**src/rtl/y86_pkg.sv**
```systemverilog
// Shared Y86-64 encodings: instruction codes, status codes, the "no register"
// id and the pipeline-control FSM state encoding.
package y86_pkg;

  localparam logic [3:0] INOP    = 4'h1;
  localparam logic [3:0] IMRMOVQ = 4'h5;
  localparam logic [3:0] IOPQ    = 4'h6;
  localparam logic [3:0] IJXX    = 4'h7;
  localparam logic [3:0] IRET    = 4'h9;
  localparam logic [3:0] IPOPQ   = 4'hB;
  localparam logic [3:0] RNONE   = 4'hF;

  localparam logic [2:0] SAOK = 3'd1;
  localparam logic [2:0] SHLT = 3'd2;
  localparam logic [2:0] SADR = 3'd3;
  localparam logic [2:0] SINS = 3'd4;

  typedef enum logic [1:0] {
    ST_RUN    = 2'd0,
    ST_DRAIN  = 2'd1,
    ST_HALTED = 2'd2
  } pipe_state_e;

endpackage

```
**src/rtl/pipe_perf_cnt.sv**
```systemverilog
// Performance counters for pipe_ctrl; only present when PIPE_PERF_CNT_EN is defined.
// All counters wrap modulo 2^CNT_W, clear on reset and freeze once HALTED.
`ifdef PIPE_PERF_CNT_EN
module pipe_perf_cnt
  import y86_pkg::*;
#(
  parameter int CNT_W = 32
) (
  input  logic             clk,
  input  logic             reset,
  input  pipe_state_e      state_i,
  input  logic             f_stall_i,
  input  logic             e_bubble_i,
  input  logic [2:0]       w_stat_i,
  input  logic [3:0]       w_icode_i,
  output logic [CNT_W-1:0] cyc_cnt_o,
  output logic [CNT_W-1:0] ret_cnt_o,
  output logic [CNT_W-1:0] stall_cnt_o,
  output logic [CNT_W-1:0] bub_cnt_o
);

  logic [CNT_W-1:0] cyc_q, ret_q, stall_q, bub_q;
  logic             live, in_run;

  assign live   = (state_i != ST_HALTED);
  assign in_run = (state_i == ST_RUN);

  always_ff @(posedge clk) begin
    if (reset) begin
      cyc_q   <= '0;
      ret_q   <= '0;
      stall_q <= '0;
      bub_q   <= '0;
    end else begin
      if (live) cyc_q <= cyc_q + 1'b1;
      if (live && w_stat_i == SAOK && w_icode_i != INOP) ret_q <= ret_q + 1'b1;
      if (in_run && f_stall_i) stall_q <= stall_q + 1'b1;
      if (in_run && e_bubble_i) bub_q <= bub_q + 1'b1;
    end
  end

  assign cyc_cnt_o   = cyc_q;
  assign ret_cnt_o   = ret_q;
  assign stall_cnt_o = stall_q;
  assign bub_cnt_o   = bub_q;

endmodule
`endif

```
**src/rtl/pipe_ctrl.sv**
```systemverilog
// Y86-64 pipeline control: combinational hazard stall/bubble plus a RUN/DRAIN/HALTED
// FSM that freezes the core once a bad status retires. PIPE_PERF_CNT_EN adds counters.
module pipe_ctrl
  import y86_pkg::*;
#(
  parameter int CNT_W = 32
) (
  input  logic             clk,
  input  logic             reset,
  input  logic [3:0]       D_icode,
  input  logic [3:0]       d_srcA,
  input  logic [3:0]       d_srcB,
  input  logic [3:0]       E_icode,
  input  logic [3:0]       E_dstM,
  input  logic             e_Cnd,
  input  logic [3:0]       M_icode,
  input  logic [2:0]       m_stat,
  input  logic [3:0]       W_icode,
  input  logic [2:0]       W_stat,
  output logic             F_stall,
  output logic             D_stall,
  output logic             D_bubble,
  output logic             E_bubble,
  output logic             M_bubble,
  output logic             W_stall,
  output logic             set_cc,
  output logic             halted,
  output logic [2:0]       final_stat,
  output logic [1:0]       dbg_state
`ifdef PIPE_PERF_CNT_EN
  ,
  output logic [CNT_W-1:0] cyc_cnt,
  output logic [CNT_W-1:0] ret_cnt,
  output logic [CNT_W-1:0] stall_cnt,
  output logic [CNT_W-1:0] bub_cnt
`endif
);

  pipe_state_e state_q, state_d;
  logic [2:0]  final_stat_q, final_stat_d;
  logic        loaduse, ret, mispred, mexc, wexc;

  assign loaduse = (E_icode == IMRMOVQ || E_icode == IPOPQ) && (E_dstM != RNONE) &&
                   (E_dstM == d_srcA || E_dstM == d_srcB);
  assign ret     = (D_icode == IRET) || (E_icode == IRET) || (M_icode == IRET);
  assign mispred = (E_icode == IJXX) && !e_Cnd;
  assign mexc    = (m_stat != SAOK);
  assign wexc    = (W_stat != SAOK);

  // A write-back exception wins over a memory one: the core halts straight from RUN.
  always_comb begin
    F_stall      = loaduse | ret;
    D_stall      = loaduse;
    D_bubble     = mispred | (ret & !loaduse);
    E_bubble     = mispred | loaduse;
    M_bubble     = mexc | wexc;
    W_stall      = wexc;
    set_cc       = (E_icode == IOPQ) & !mexc & !wexc;
    state_d      = state_q;
    final_stat_d = final_stat_q;
    case (state_q)
      ST_RUN: begin
        if (wexc) begin
          state_d      = ST_HALTED;
          final_stat_d = W_stat;
        end else if (mexc) begin
          state_d = ST_DRAIN;
        end
      end
      ST_DRAIN: begin
        F_stall  = 1'b1;
        D_stall  = 1'b0;
        D_bubble = 1'b1;
        E_bubble = 1'b1;
        set_cc   = 1'b0;
        if (wexc) begin
          state_d      = ST_HALTED;
          final_stat_d = W_stat;
        end
      end
      ST_HALTED: begin
        F_stall  = 1'b1;
        D_stall  = 1'b0;
        D_bubble = 1'b1;
        E_bubble = 1'b1;
        M_bubble = 1'b1;
        W_stall  = 1'b1;
        set_cc   = 1'b0;
      end
      default: state_d = ST_RUN;
    endcase
    if (reset) begin
      F_stall  = 1'b0;
      D_stall  = 1'b0;
      D_bubble = 1'b1;
      E_bubble = 1'b1;
      M_bubble = 1'b1;
      W_stall  = 1'b0;
      set_cc   = 1'b0;
    end
  end

  always_ff @(posedge clk) begin
    if (reset) begin
      state_q      <= ST_RUN;
      final_stat_q <= SAOK;
    end else begin
      state_q      <= state_d;
      final_stat_q <= final_stat_d;
    end
  end

  assign halted     = (state_q == ST_HALTED);
  assign final_stat = final_stat_q;
  assign dbg_state  = state_q;

`ifdef PIPE_PERF_CNT_EN
  pipe_perf_cnt #(.CNT_W(CNT_W)) u_perf (
    .clk        (clk),
    .reset      (reset),
    .state_i    (state_q),
    .f_stall_i  (F_stall),
    .e_bubble_i (E_bubble),
    .w_stat_i   (W_stat),
    .w_icode_i  (W_icode),
    .cyc_cnt_o  (cyc_cnt),
    .ret_cnt_o  (ret_cnt),
    .stall_cnt_o(stall_cnt),
    .bub_cnt_o  (bub_cnt)
  );
`else
  // W_icode and CNT_W only feed the counters.
  logic             unused_w_icode;
  logic [CNT_W-1:0] unused_cnt_w;
  assign unused_w_icode = ^W_icode;
  assign unused_cnt_w   = '0;
`endif

endmodule

```
**config.mk**
```make
export PLATFORM = sky130hd
export DESIGN_NAME = pipe_ctrl
export DESIGN_NICKNAME = d
export VERILOG_FILES = /design/src/rtl/y86_pkg.sv /design/src/rtl/pipe_perf_cnt.sv /design/src/rtl/pipe_ctrl.sv
export SDC_FILE = /design/constraint.sdc
export NUM_CORES = 1
export LEC_CHECK = 0
export CORE_MARGIN = 5
export CORE_UTILIZATION = 33
export CTS_BUF_LIST = sky130_fd_sc_hd__clkbuf_4
export DETAILED_ROUTE_END_ITERATION = 12
export PLACE_DENSITY = 0.87
export SLEW_MARGIN = 10
export SYNTH_ARGS = -nofsm -noshare
export SYNTH_HDL_FRONTEND = slang
export SYNTH_HIERARCHICAL = 1
export SYNTH_SLANG_ARGS = --single-unit
```
**constraint.sdc**
```tcl
create_clock -name clk -period 4.3 [get_ports clk]
set_input_delay 1.29 -clock clk [delete_from_list [all_inputs] [get_ports clk]]
set_output_delay 1.29 -clock clk [all_outputs]
set_load 0.1 [all_outputs]
```
==> metrics.md <==
| Metric | Value |
|---|---|
| IO Count | 50 |
| DR vias | between 600 and 700 |
| Slew @ Worst Pin | just under 1 ns |
| Die W | around 50 µm |
| H-Tree Depth | 1 |
| Layout area overhead | 113% |
| #FFs+latches synth | 5 |
| Pleak | 0.453 nW |
| Vias per cell | 5.16 |
| Min-Delay Startpoint | final_stat[0]$_SDFFE_PP1P_ |
| DRT antenna net count | 0 |
| CP max stage delay | ~0.42 ns |
| Clock slew at reported path FFs | 0.04 ns |
| DRT Wirelength | around 1800 µm |
| CP cell instances | clkdlybuf4s50_1, xor2_1, nor4_2, o2111ai_2, a21oi_2, buf_12 |
| Ys Warns | 6 |
| WP buf/inv | 2 |
| Critical Path RT | 3.01 ns |
| R2r setup slk | between 2 and 3 ns |
| Cells after synthesis | 65 |
| Startpoint types | input port |
| Total CTS buffers | 3 |
| Worst hold path class | reg -> reg |
| Total grt overflow | 0 |
| Cell Rows | 14 |
| Detailed Route Iter0 Violations | 15 |
| Crit Path Class | in -> out |
| Die ar. | 0.00248 mm² |
| DRC viols | 0 |
| Cell accounting for the most synthesized area | dfxtp_1 |
| 1st-pass router iterations | 4 |
| Final hold viol count | 0 |
| Synthesized Nets | about 110 |
| Total power | between 0.6 and 0.7 mW |
| Sink Count | 5 |
| Multi-input gate area | roughly 420 µm² |
| Max-slew violation count | 0 |
| Wire length of the first global-routing pass | a little under 3000 µm |
| Crit share post-route | 96.6% |
| Worst r2r dst | dbg_state[1]$_SDFFE_PP0P_ |
| TritonCTS clock tree | yes |
| Period minus WS final | slightly above 4 ns |
| Port Buf Inserts | 45 |
| Max-cap violations | 0 |
| Synth cell count leaders | nor2_1 (8), xor2_1 (8), a21oi_1 (7) |
| Unique masters post-synth | 28 |
| WHS Endpoint | final_stat[0]$_SDFFE_PP1P_ |
| Clock Skew | 0.00506 ns |
| Register area | 100 µm² |
| Final setup fails | 0 |
| Hold path cells | 2 |
| Status | completed |
| Critical Path AT | between 2 and 3 ns |
| Slew HR | between 30 and 40% |
| Slowest CP cell | clkdlybuf4s50_1 |
| Number of synthesized flops with an enable pin | 0 |
| Starting density of the core | a little over a third |
| Fillers | 117 |
| Post-CTS Hold Buffers | 0 |
| Die H | 49.8 µm |
| Core region area | roughly 0.0015 mm² |
| Initial antenna violation count | 0 |
| Synth top area share | about a fifth |
| Synth area leaders | dfxtp_1 (19%), xor2_1 (13%), ha_1 (7.2%) |
| Fmax achieved | 241 MHz |
| CP top delay family | buffers and inverters |
| Worst R2R Path Depth | 5 |
| Total Routing Usage GR | 15.5% |
| Vias in the first global route | 663 |
| Routed WL per cell | ~14 µm |
| Cell Area, Synth | approximately 520 µm² |
| RSZ-0062 raised after global routing | no |
| Crit-path max FO | 4 |
| TNS Setup | 0 ns |
| Post-synthesis sequential area ratio | 19.1% |
| Detailed Place HPWL | 1640 µm |
| CP Capture Type | output pin |
| # diodes | 0 |
| RR Startpoint | dbg_state[0]$_SDFFE_PP0P_ |
| Power Density | 556 mW/mm² |
| Synth Area per Inst | 8.05 µm² |
| Root Buffer | clkbuf_4 |
| Clock insertion delay at the later pin of the skew report | 0.24 ns |
| Worst VDD drop | around 0.33 mV |
| Largest net degree at the start of global routing | 8 |
| Clock Path Buffers | 2 |
| Share of cells above drive strength 1 | between 10% and 20% |
| Final GP Congestion | 0.808 |
| Final nets | between 150 and 200 |
| Asr flop ratio synth | 0% |
| Most used DFF post-synth | dfxtp_1 |
-- worst max path at each step --
stage | from | to | slack (ns) | cells after the start
after floorplan | dbg_state[1]$_SDFFE_PP0P_ | W_stall | 0.07 | 3
after global placement | E_dstM[1] | F_stall | 0.1 | 6
after detailed placement | E_dstM[1] | F_stall | 0.05 | 6
after CTS | E_dstM[1] | F_stall | 0.05 | 6
after global routing | d_srcB[2] | F_stall | 0.02 | 6
final | d_srcB[2] | F_stall | 0.15 | 6
-- layer usage --
metal | global-route usage, % | vias up | wire length, µm | part of all wire [%]
li1 | - | 339 | - | -
met3 | 5.72 | 2 | 129 | 7.1
met4 | 9.17 | 0 | 10 | 0.55
met2 | 27.3 | 22 | 1030 | 56
met1 | 15.2 | 302 | 652 | 36
met5 | 0 | - | 0 | 0
-- flip-flops by register name, indices dropped and copies added, names as in the netlist --
name / count
dbg_state: 2
final_stat: 3
-- cell usage in the layout (no fill, tap or decap) --
cell type / instances
nand2_1: 1
nor2_1: 5
nor3b_1: 1
nor2_2: 3
a21o_1: 1
nor4bb_1: 3
o2111ai_2: 1
nand3_1: 1
ha_1: 3
nor3b_2: 1
inv_1: 2
a22oi_1: 2
dlymetal6s2s_1: 3
or3_1: 3
nand3b_1: 2
nand4_1: 2
nor2b_1: 1
nor4_2: 2
o21ai_1: 1
a21oi_2: 1
nor3_1: 1
clkbuf_4: 4
buf_4: 1
a21oi_1: 6
or3b_1: 1
xor2_1: 8
o21bai_1: 1
clkdlybuf4s50_1: 35
nand2b_1: 2
buf_12: 7
or2_1: 1
a311oi_1: 1
or4_1: 1
dfxtp_1: 5
-- per-stage QoR --
step,hold WS [ns],cell area [µm²],cells,util (%),setup slack (ns)
2_1_floorplan,0.977,534,65,-,0.0746
3_5_place_dp,0.514,1070,125,71.3,0.0513
5_1_grt,0.569,1110,129,73.8,0.0184
3_3_place_gp,0.510,1070,125,71.3,0.0999
6_report,0.521,1110,129,73.8,0.148
4_1_cts,0.524,1100,129,73.3,0.0461
-- where the power goes --
group	leakage (nW)	internal, mW	switching, mW
registers	0.0415	0.0621	0.0121
logic	0.393	0.155	0.329
clock network	0.0184	0.0413	0.0187
total	0.453	0.258	0.360
-- logic make-up (layout without fill, tap and decap cells) --
kind of cell               after synthesis  count (layout)  share of synthesized area, %
and+or+nand+nor                         31              31                          39.5
xor gates and xnor gates                 8               8                          13.4
adders and majority gates                3               3                          7.18
DFF                                      5               5                          19.1
AOI/OAI and AO/OA                       14              14                          17.9
buffers and inverters                    4              52                          2.87
-- final cells by class --
class / instances / area share [%]
Clock buffer: 4 / 2.70
Tap cell: 16 / 1.80
Multi-Input combinational cell: 56 / 37.7
Timing Repair Buffer: 46 / 48.1
Sequential cell: 5 / 9.00
Inverter: 2 / 0.675
-- worst reg2reg max path, stage by stage (launching register included) --
cell,delay (ns)
dfxtp_1,0.38
inv_1,0.08
ha_1,0.25
a21oi_1,0.21
a21oi_1,0.10
a311oi_1,0.32
-- what timing repair did --
| item | 4_1_cts | 5_1_grt |
|---|---|---|
| resized for setup | 0 | 3 |
| buffers inserted | 0 | 0 |
| setup endpoints to repair | 0 | 3 |
Power figures use the tool's default switching activity.
